## src/rtl/uart_tx_pkg.sv

```systemverilog
// Purpose : shared types and constants for the FIFO-fed UART transmitter.
// Latency : n/a (declarations only).
// Backpr. : n/a.
// Contents: uart_tx_state_t (frame FSM states), UART_DATA_BITS, UART_IDLE_LEVEL,
//           even_parity() helper used when UART_TX_PARITY_EN is defined.
package uart_tx_pkg;

  typedef enum logic [2:0] {
    IDLE   = 3'd0,
    FETCH  = 3'd1,
    LOAD   = 3'd2,
    START  = 3'd3,
    DATA   = 3'd4,
    PARITY = 3'd5,
    STOP   = 3'd6
  } uart_tx_state_t;

  localparam int   UART_DATA_BITS  = 8;
  localparam logic UART_IDLE_LEVEL = 1'b1;

  // Even parity: the parity bit makes the total count of ones even.
  function automatic logic even_parity(input logic [UART_DATA_BITS-1:0] d);
    return ^d;
  endfunction

endpackage

```

## src/rtl/uart_baud_gen.sv

```systemverilog
// Purpose : free-running bit-period counter; tick marks the last cycle of a bit.
// Latency : tick is combinational from the count; one tick every CLKS_PER_BIT cycles.
// Backpr. : none; clear restarts the period so the next tick is CLKS_PER_BIT cycles away.
// Ports   : clk, reset (async, active-high), clear (sync restart), tick (1-cycle pulse).
module uart_baud_gen #(
  parameter int CLKS_PER_BIT = 16
) (
  input  logic clk,
  input  logic reset,
  input  logic clear,
  output logic tick
);

  // Guard keeps the width legal even if an illegal value slips through;
  // the top level rejects CLKS_PER_BIT < 2 at elaboration.
  localparam int            CW   = (CLKS_PER_BIT > 1) ? $clog2(CLKS_PER_BIT) : 1;
  localparam logic [CW-1:0] LAST = CW'(CLKS_PER_BIT - 1);

  logic [CW-1:0] count;

  assign tick = (count == LAST);

  always_ff @(posedge clk or posedge reset) begin
    if (reset) begin
      count <= '0;
    end else if (clear || tick) begin
      count <= '0;
    end else begin
      count <= count + CW'(1);
    end
  end

endmodule

```

## src/rtl/fifo_uart_tx.sv

```systemverilog
// Purpose : drains an 8-bit sync FIFO and serialises each byte as a UART frame.
// Latency : start bit begins 3 cycles after IDLE sees a non-empty FIFO; frames F+3 apart.
// Backpr. : reads only when the FIFO is non-empty and enable is high, sampled in IDLE.
// Ports   : clk, reset (async, active-high), enable, fifo_empty, fifo_data[7:0] in;
//           fifo_rd_en (registered 1-cycle pulse), tx (pad, idle high), busy out.
// Config  : define UART_TX_PARITY_EN to append an even-parity bit after data bit 7.
module fifo_uart_tx
  import uart_tx_pkg::*;
#(
  parameter int CLKS_PER_BIT = 16,
  parameter int STOP_BITS    = 1
) (
  input  logic       clk,
  input  logic       reset,
  input  logic       enable,
  input  logic       fifo_empty,
  input  logic [7:0] fifo_data,
  output logic       fifo_rd_en,
  output logic       tx,
  output logic       busy
);

  if (CLKS_PER_BIT < 2) begin : g_bad_clks_per_bit
    $fatal(1, "fifo_uart_tx: CLKS_PER_BIT must be >= 2");
  end
  if (STOP_BITS != 1 && STOP_BITS != 2) begin : g_bad_stop_bits
    $fatal(1, "fifo_uart_tx: STOP_BITS must be 1 or 2");
  end

  localparam logic [2:0] LAST_DATA_BIT = 3'(UART_DATA_BITS - 1);
  localparam logic [2:0] LAST_STOP_BIT = 3'(STOP_BITS - 1);

  uart_tx_state_t            state, state_nxt;
  logic [UART_DATA_BITS-1:0] shreg, shreg_nxt;
  logic [2:0]                bit_cnt, bit_cnt_nxt;
  logic                      tx_nxt;
  logic                      tick;
  logic                      baud_clear;

`ifdef UART_TX_PARITY_EN
  logic par, par_nxt;
`endif

  // Restarting the baud counter in LOAD aligns the start bit to a full period.
  assign baud_clear = (state == LOAD);

  uart_baud_gen #(
    .CLKS_PER_BIT(CLKS_PER_BIT)
  ) u_baud (
    .clk  (clk),
    .reset(reset),
    .clear(baud_clear),
    .tick (tick)
  );

  always_ff @(posedge clk or posedge reset) begin
    if (reset) begin
      state      <= IDLE;
      shreg      <= '0;
      bit_cnt    <= '0;
      fifo_rd_en <= 1'b0;
      busy       <= 1'b0;
      tx         <= UART_IDLE_LEVEL;
`ifdef UART_TX_PARITY_EN
      par        <= 1'b0;
`endif
    end else begin
      state      <= state_nxt;
      shreg      <= shreg_nxt;
      bit_cnt    <= bit_cnt_nxt;
      // Outputs are decoded from the next state so they line up with the
      // state they describe while still coming straight from flops.
      fifo_rd_en <= (state_nxt == FETCH);
      busy       <= (state_nxt != IDLE);
      tx         <= tx_nxt;
`ifdef UART_TX_PARITY_EN
      par        <= par_nxt;
`endif
    end
  end

  always_comb begin
    state_nxt   = state;
    shreg_nxt   = shreg;
    bit_cnt_nxt = bit_cnt;
`ifdef UART_TX_PARITY_EN
    par_nxt     = par;
`endif

    case (state)
      IDLE: begin
        if (enable && !fifo_empty) begin
          state_nxt = FETCH;
        end
      end

      FETCH: begin
        state_nxt = LOAD;
      end

      LOAD: begin
        // fifo_data is valid here, one cycle after the read pulse.
        shreg_nxt   = fifo_data;
        bit_cnt_nxt = '0;
`ifdef UART_TX_PARITY_EN
        par_nxt     = even_parity(fifo_data);
`endif
        state_nxt   = START;
      end

      START: begin
        if (tick) begin
          state_nxt = DATA;
        end
      end

      DATA: begin
        if (tick) begin
          shreg_nxt   = {1'b0, shreg[UART_DATA_BITS-1:1]};
          // Wraps 7 -> 0 on the last bit, leaving the counter ready for STOP.
          bit_cnt_nxt = bit_cnt + 3'd1;
          if (bit_cnt == LAST_DATA_BIT) begin
`ifdef UART_TX_PARITY_EN
            state_nxt = PARITY;
`else
            state_nxt = STOP;
`endif
          end
        end
      end

`ifdef UART_TX_PARITY_EN
      PARITY: begin
        if (tick) begin
          state_nxt = STOP;
        end
      end
`endif

      STOP: begin
        if (tick) begin
          if (bit_cnt == LAST_STOP_BIT) begin
            bit_cnt_nxt = '0;
            state_nxt   = IDLE;
          end else begin
            bit_cnt_nxt = bit_cnt + 3'd1;
          end
        end
      end

      default: begin
        state_nxt = IDLE;
      end
    endcase
  end

  // Line level for the state being entered.
  always_comb begin
    tx_nxt = UART_IDLE_LEVEL;
    case (state_nxt)
      START:   tx_nxt = 1'b0;
      DATA:    tx_nxt = shreg_nxt[0];
`ifdef UART_TX_PARITY_EN
      PARITY:  tx_nxt = par;
`endif
      default: tx_nxt = UART_IDLE_LEVEL;
    endcase
  end

endmodule

```

## config.mk

```make
export PLATFORM = sky130hd
export DESIGN_NAME = fifo_uart_tx
export DESIGN_NICKNAME = d
export VERILOG_FILES = /design/src/rtl/uart_tx_pkg.sv /design/src/rtl/uart_baud_gen.sv /design/src/rtl/fifo_uart_tx.sv
export SDC_FILE = /design/constraint.sdc
export NUM_CORES = 1
export LEC_CHECK = 0
export CELL_PAD_IN_SITES_DETAIL_PLACEMENT = 1
export CELL_PAD_IN_SITES_GLOBAL_PLACEMENT = 1
export CORE_MARGIN = 4
export CORE_UTILIZATION = 44
export CTS_CLUSTER_DIAMETER = 60
export DETAILED_ROUTE_END_ITERATION = 7
export PLACE_DENSITY = 0.89
export RECOVER_POWER = 25
export SETUP_SLACK_MARGIN = 0.4
export SLEW_MARGIN = 20
export SYNTH_ARGS = -nofsm -noshare
export SYNTH_HDL_FRONTEND = slang
export SYNTH_HIERARCHICAL = 1
export SYNTH_SLANG_ARGS = --single-unit
export TNS_END_PERCENT = 20
```

## constraint.sdc

```tcl
create_clock -name clk -period 5.34 [get_ports clk]
set_clock_uncertainty 0.1 [all_clocks]
set_input_delay 0.534 -clock clk [delete_from_list [all_inputs] [get_ports clk]]
set_output_delay 0.534 -clock clk [all_outputs]
set_load 0.05 [all_outputs]
```

== After elaboration in Yosys (flattened, before gate mapping) ==
Index checks and enable logic that the tools add are counted.
Word-level totals
  bits in registers: 21
  bits of input ports: 12
  output and inout port bits: 3
  logic and storage cells: 47
Operators by class
  add/sub/neg operators: 2
  eq/ne operators: 12
  muxes and demuxes: 15
  reductions and logical operators: 10
Operators with widths (count)
  $mux 3: 9
  $pmux 3 s6: 1
  $pmux 8 s2: 1
  $eq 3x3->1 const B: 4
  $eq 3x2->1 const B: 3
  $pmux 3 s3: 1
  $mux 8: 1
  $eq 3x1->1 const B: 2
  $logic_not 3->1: 2
  $reduce_bool 3->1: 2
  $add 4x1->4 const B: 1
  $eq 4x4->1 const B: 1
  $mux 4: 1
  $ne 2x1->1 const B: 2
  $add 3x1->3 const B: 1
  $reduce_and 3->1: 1
  $pmux 1 s2: 1
  $reduce_and 2->1: 1
  $reduce_bool 2->1: 1
  $logic_and 1x1->1: 1
  $logic_not 1->1: 1
  $logic_or 1x1->1: 1

== Logic depth before layout (Yosys ltp) ==
Gate-level depths: netlist of the first run.
  word-level depth: 6
  gate-level depth with buffers: 8
  gate-level depth less buffers: 6

== By module ==
The synthesis of the first run kept the hierarchy.
By module, submodules not included
  fifo_uart_tx: times used 1, cells an instance 79, area an instance 850.8 um^2, seq. area each 426.7 um^2
  uart_baud_gen: times used 1, cells an instance 14, area an instance 175.2 um^2, seq. area each 100.1 um^2

== Worst setup path before layout of the first run ==
OpenSTA, ideal clock, no wires.
  path kind: reg-to-reg
  start point: register u_baud.count[0]
  end point: register tx
  setup time: 0.092 ns
  arrival: 1.785 ns
  required time: 5.148 ns
  slack: 3.363 ns
  stages on the path, launching flop included: 9
  buffers on the path: 2
  period minus slack after synthesis: 1.977 ns
  path through: dfrtp_1 -> ha_1 -> and3_4 -> buf_2 -> and4bb_2 -> clkbuf_2 -> and2_1 -> a221oi_2 -> a31oi_1
Between the ends
  word-level cells in the longest chain between the ends: 5
  elaborated cells between the ends (all ways): 10
  those cells by class: 3 x eq/ne; 7 x mux
RTL lines
  start: declaration: RTL line uart_baud_gen.sv:19  | logic [CW-1:0] count;
  start signal: assignment: RTL line uart_baud_gen.sv:29  | count <= count + CW'(1);
  $eq 4x4->1 (*): RTL line uart_baud_gen.sv:21  | assign tick = (count == LAST);
  via tick: RTL line fifo_uart_tx.sv:37  | logic tick;
  $mux 3 (on tied branches): RTL line fifo_uart_tx.sv:141, fifo_uart_tx.sv:112, fifo_uart_tx.sv:118
  $pmux 3 s6: RTL line fifo_uart_tx.sv:90  | case (state)
  $eq 3x3->1 / $eq 3x2->1 (equally long branches): RTL line fifo_uart_tx.sv:160  | case (state_nxt)
  $pmux 1 s2 (*): RTL line fifo_uart_tx.sv:160
  via tx_nxt: RTL line fifo_uart_tx.sv:36  | logic tx_nxt;
  end signal: assignment: RTL line fifo_uart_tx.sv:75  | tx <= tx_nxt;
  end: declaration: RTL line fifo_uart_tx.sv:19  | output logic tx,
Mark *: on every way through the listed nets, which the timed path passes. The rest lies on a longest branch. The select of a mux whose other input is x is not followed.
A chain may end at the register's enable or synchronous reset.

== Worst setup path after layout of the first run ==
  start point: register tx
  end point: output tx
No word-level cell between the ends.

==> out/results.txt, run 1 <==
H-tree Lvls: 1
Reg power frac: 63.2%
Power Density: 216 nW/um^2
Sw Share: 22.4%
Crit-path slowest cell: clkdlybuf4s50_1
TritonCTS clock tree: yes
Tot Pwr: 259 uW
IO Pins: 15
Initial antenna violation count: 0
Worst setup EP type: primary output
Vias in the first global route: 825
Routed len/inst: 16.4 um
# port buffers: 14
Hold WC Path Type: flip-flop to flip-flop
Row Count: 17
Largest cells by area after synthesis: dfrtp_1, nand2_1, a22oi_1, ha_1, dfstp_2
Most frequent cell after synthesis: dfrtp_1
First-pass GRT wire length: 3930 um
Drt first pass iters: 4
P&R area growth vs syn: 17.1%
Detail Route Antenna Nets: 0
GR Util All Layers: 15.9%
Largest net degree at the start of global routing: 18
Post-route clock period utilization: 42.4%
VDD IR max: 135 uV
WS Path Type: flip-flop to primary output
Post-synth cell types: 36
CTS root buf: clkbuf_4
GRT met3 Usage: 2.30%
CTS Sinks: 21
Overflow after GRT: 0
Final Setup Violations: 0
Cts repair resizes: 0
Final Hold Fails: 0
# nets final: 124
DP Wirelength: 1640 um
Core Area: 2210 um^2
Die Area: 3170 um^2
GR Util met1: 18.9%
Remaining DRCs: 0
Net switching power figure: 58.0 uW
WL final: 2210 um
Die width: 56.3 um
Ys Warns: 6
Top post-synthesis cells by count: dfrtp_1, nand2_1, a22oi_1
Layout cell share with drive strength beyond 1: 11.2%
Post-DR vias/cell: 5.62
Yosys reg bits: 21
Max Cap Violations: 0
CTS buffer count: 3
Post-Synthesis Cells: 93
Internal power: 201 uW
LEAKAGE: 0.000546 uW
Setup TNS: 0 ns
Top Usage Layer GRT: met2
CTS clk-pin slew, worst paths: 0.12 ns
Die height: 56.3 um
Setup crit start kind: flip-flop
Status: completed
Ant diodes: 0
CP Cell Sequence: clkdlybuf4s50_1
WP buf/inv: 1
Max Slew Vio Count: 0
Met2 GRT Util: 27.4%
Clock power share: 30.0%
EDFF count, synth: 0
Crit path required time: 4.71 ns
Later-pin clock latency in the skew report: 0.31 ns
Comb pwr share: 6.8%
Post-synthesis sequential area ratio: 51.3%
Largest stage delay on the critical path: 0.79 ns
Worst-margin pin slew: 0.665 ns
Rel. slew slack: 55.6%
Syn Area/Cell: 11.0 um^2
Clk buf depth: 2
Post-Syn Area: 1030 um^2
Area fraction of the dominant cell type after synthesis: 48.8%
GPL Wtd Cong: 0.750
Data arrival time of the critical path: 1.63 ns
Tmin final: 2.26 ns
Ys async rst share: 100%
Crit-path max FO: 1
FMAX: 0.442 GHz
Hold-fix buffers, CTS: 0
Initial DRC Count: 22
Post-CTS Repair Setup Buffers: 0
Syn_nets: 109
Post-synth top area cell: dfrtp_1
Via count: 759
Main synth FF type: dfrtp_1
Initial Util: 46.4%
RSZ-0062 raised after global routing: false
Crit-path leading delay family: buffers and inverters
-- kinds of logic after synthesis --
logic type,synth area share [%]
AND/OR/NAND/NOR,20.1
AO/OA/AOI/OAI,17.3
flip-flops,51.3
buffers and inverters,4.39
adder cells (fa/ha/maj),4.88
XOR/XNOR,0.854
multiplexers,1.10
-- routing by layer --
metal | vias up | wire (um)
li1 | 357 | -
met1 | 383 | 931
met2 | 15 | 1180
met3 | 4 | 62
met4 | 0 | 38
met5 | - | 0
-- area by class of cell --
cell class              instances  area (um^2)
fillers                       260         1010
multi-input cells              63          454
clock buffers                   4         26.3
flip-flops and latches         21          527
repair buffers                 14          140
inverters                       5         18.8
well taps                      28         35.0
-- stage by stage --
step                      instance area [um^2]  instances  hold slack [ns]  worst slack (ns)  utilization (%)
final                                     1200        135            0.394              3.08             54.3
after global routing                      1200        135            0.435              3.03             54.3
after CTS                                 1200        135            0.315              3.06             54.3
after detailed placement                  1170        131            0.356              3.26             53.1
after global placement                    1170        131            0.350              3.41             53.1
after floorplan                           1030         93            0.200              3.36                -
-- layout by cell type (no fill, tap or decap), types with 3 or more instances in the layout --
cell type        count
a22oi_1              7
inv_1                5
dfrtp_1             20
a21oi_1              4
clkdlybuf4s50_1     13
nand2_1             15
clkbuf_4             3
ha_1                 4
-- registers in the layout, summed over array words and instances, names as in the netlist --
register      flops
bit_cnt           3
tx                1
state             3
fifo_rd_en        1
shreg             8
u_baud/count      4
busy              1
-- final timing paths --
kind                                       from         endpoint  slack, ns  depth (start not counted)
worst max register to register  u_baud/count[0]               tx       3.31                          6
worst min-delay path                   shreg[4]         shreg[4]       0.39                          2
min in group asynchronous                 reset  u_baud/count[3]       0.45                          2
max in group asynchronous                 reset         shreg[2]       4.05                          2
worst min register to register         shreg[4]         shreg[4]       0.39                          2
worst max-delay path                         tx               tx       3.08                          1
-- worst register-to-register path: stages, from the launching register on --
cell and delay (ns):
dfrtp_1 0.42, ha_1 0.24, and3_4 0.29, and4bb_2 0.40
nor2_4 0.10, a221oi_2 0.30, a31oi_1 0.12
-- power by group through the flow --
stage	clock (uW)	sequential, uW	combinational, uW
floorplan	0	168	5.76
global placement	0	167	17.5
detailed placement	0	167	18.2
CTS	80.7	164	18.2
global route	89.1	164	19.5
finish	77.8	164	17.6
Power figures use the tool's default switching activity.
==> inputs of run 2 (changes only) <==
--- a/config.mk
+++ b/config.mk
@@ -8,10 +8,10 @@
 export CELL_PAD_IN_SITES_DETAIL_PLACEMENT = 1
 export CELL_PAD_IN_SITES_GLOBAL_PLACEMENT = 1
 export CORE_MARGIN = 4
-export CORE_UTILIZATION = 44
+export CORE_UTILIZATION = 41
 export CTS_CLUSTER_DIAMETER = 60
 export DETAILED_ROUTE_END_ITERATION = 7
-export PLACE_DENSITY = 0.89
+export PLACE_DENSITY = 0.85
 export RECOVER_POWER = 25
 export SETUP_SLACK_MARGIN = 0.4
 export SLEW_MARGIN = 20
==> constraint.sdc (replaced) <==
create_clock -name clk -period 2.2 [get_ports clk]
set_clock_uncertainty 0.1 [all_clocks]
set_input_delay 0.22 -clock clk [delete_from_list [all_inputs] [get_ports clk]]
set_output_delay 0.22 -clock clk [all_outputs]
set_load 0.05 [all_outputs]
==> out/results.txt, run 2 (synthesis results as in run 1) <==
Worst setup EP type: flip-flop (was primary output)
Layout cell share with drive strength beyond 1: 22.0% (was 11.2%)
Final core utilization: 57.7% (was 54.3%)
Worst-margin pin slew: 0.665 ns (about the same)
FMAX: 0.539 GHz
CTS root buf: clkbuf_4 (unchanged)
Largest net degree at the start of global routing: 18 (unchanged)
Die width: 58.0 um (was 56.3 um)
P&R area growth vs syn: 29.3% (was 17.1%)
Crit-path slowest cell: dfrtp_1 (was clkdlybuf4s50_1)
Largest Register: shreg (unchanged)
Setup crit start kind: flip-flop (unchanged)
CTS buffer count: 3 (unchanged)
LEAKAGE: 0.000610 uW (was 0.000546 uW)
Pre-CTS setup slack: 0.250 ns (was 3.26 ns)
Later-pin clock latency in the skew report: 0.31 ns (about the same)
DP Wirelength: 1650 um (was 1640 um)
Via count: 787 (was 759)
WHS: 0.359 ns (was 0.394 ns)
Largest registers: shreg x8, u_baud/count x4 (unchanged)
Initial antenna violation count: 0 (unchanged)
CTS clk-pin slew, worst paths: 0.12 ns (about the same)
Clk buf depth: 2 (unchanged)
TritonCTS clock tree: yes (unchanged)
Final Hold Fails: 0 (unchanged)
Leading cell types in the layout, fill and taps excluded: dfrtp_1, nand2_1, clkdlybuf4s50_1, buf_4, a22oi_1 (was dfrtp_1, nand2_1, clkdlybuf4s50_1, a22oi_1, inv_1)
Max reg flops: 8 (unchanged)
Detail Route Antenna Nets: 0 (unchanged)
# nets final: 135 (was 124)
Initial DRC Count: 8 (was 22)
WS Path Type: flip-flop to flip-flop (was flip-flop to primary output)
Routed len/inst: 17.8 um (was 16.4 um)
Die height: 58.0 um (was 56.3 um)
Vias in the first global route: 789 (was 825)
Data arrival time of the critical path: 2.00 ns (was 1.63 ns)
Status: completed (unchanged)
Fillers: 250 (was 260)
Hold WC Path Type: input pin to flip-flop (was flip-flop to flip-flop)
H-tree Lvls: 1 (unchanged)
RSZ-0062 raised after global routing: true (was false)
Rel. slew slack: 55.6% (about the same)
WL final: 2600 um (was 2210 um)
GR Util All Layers: 15.1% (was 15.9%)
Final Setup Violations: 0 (unchanged)
Remaining DRCs: 0 (unchanged)
Leading cell type in the layout, fill and taps excluded: dfrtp_1 (unchanged)
Crit path required time: 2.34 ns (was 4.71 ns)
IO Pins: 15 (unchanged)
First-pass GRT wire length: 3810 um (was 3930 um)
Crit-path max FO: 6 (was 1)
Post-DR vias/cell: 5.39 (was 5.62)
Overflow after GRT: 0 (unchanged)
Ant diodes: 0 (unchanged)
Max Cap Violations: 0 (unchanged)
Die Area: 3370 um^2 (was 3170 um^2)
Tmin final: 1.85 ns
Row Count: 17 (unchanged)
CTS Sinks: 21 (unchanged)
Setup TNS: 0 ns (unchanged)
Max Slew Vio Count: 0 (unchanged)
Initial Util: 44.7% (was 46.4%)
Final worst setup slack: 0.346 ns (was 3.08 ns)
Post-route clock period utilization: 84.3%
Largest stage delay on the critical path: 0.46 ns (was 0.79 ns)
# port buffers: 14 (unchanged)
Drt first pass iters: 3 (was 4)
Power Density: 482 nW/um^2 (was 216 nW/um^2)
VDD IR max: 442 uV (was 135 uV)
GPL Wtd Cong: 0.736 (was 0.750)
CP Cell Sequence: ha_4, and3_4, and4bb_4, nor2_4, a221oi_4, a31oi_1 (was clkdlybuf4s50_1)
Core Area: 2300 um^2 (was 2210 um^2)
## run 2: per-layer routing
layer / up-vias / routed length [um] / GRT usage, % / share of wire (%)
li1: 379 / - / - / -
met1: 387 / 1070 / 19.7 / 41
met2: 12 / 1370 / 24.8 / 53
met3: 9 / 66 / 2.67 / 2.5
met4: 0 / 97 / 5.96 / 3.7
met5: - / 0 / 0 / 0
## run 2: per-stage QoR
stage          std cells  power, uW  instance area (um^2)
2_1_floorplan         93        423                  1050
3_3_place_gp         132        448                  1190
3_5_place_dp         132        450                  1190
4_1_cts              137        641                  1230
5_1_grt              146        673                  1330
6_report             146        640                  1330
## run 2: final timing paths
check,start,cells past startpoint,slack [ns],to
hold / removal,fifo_empty,2,0.36,fifo_rd_en
setup reg to reg,u_baud/count[0],6,0.35,tx
hold reg to reg,shreg[2],2,0.41,shreg[2]
setup / recovery,u_baud/count[0],6,0.35,tx
min in group asynchronous,reset,3,0.68,u_baud/count[1]
max in group asynchronous,reset,3,0.68,shreg[3]
## run 2: what timing repair did
| action | 4_1_cts | 5_1_grt |
|---|---|---|
| pin swaps | 0 | 4 |
| endpoints found under the setup margin | 4 | 6 |
| setup buffers | 0 | 9 |
| hold buffers | 1 | 0 |
| resized for setup | 2 | 5 |
| hold endpoints to repair | 4 | 0 |
## run 2: where the power goes
group / switching [uW] / leakage (uW) / total, uW / internal (uW)
registers: 4.99 / 0.000240 / 399 / 394
logic: 21.6 / 0.000352 / 47.4 / 25.8
clock network: 125 / 0.0000177 / 193 / 68.1
total: 152 / 0.000610 / 640 / 488
## run 2: layout make-up
cell class	instances	area, um^2	area share [%]
timing repair buffer	25	236	17.8
clock inverter	1	5.00	0.377
multi-input combinational	63	482	36.3
clock buffer	3	22.5	1.70
inverter	5	18.8	1.42
sequential	21	527	39.7
tap	28	35.0	2.64
## run 2: critical path, delay by kind of cell, from the launching register on
kind / cells / cell delay [ns]
and+or+nand+nor: 3 / 0.62
DFF: 1 / 0.46
AOI/OAI and AO/OA: 2 / 0.41
adders and majority gates: 1 / 0.18
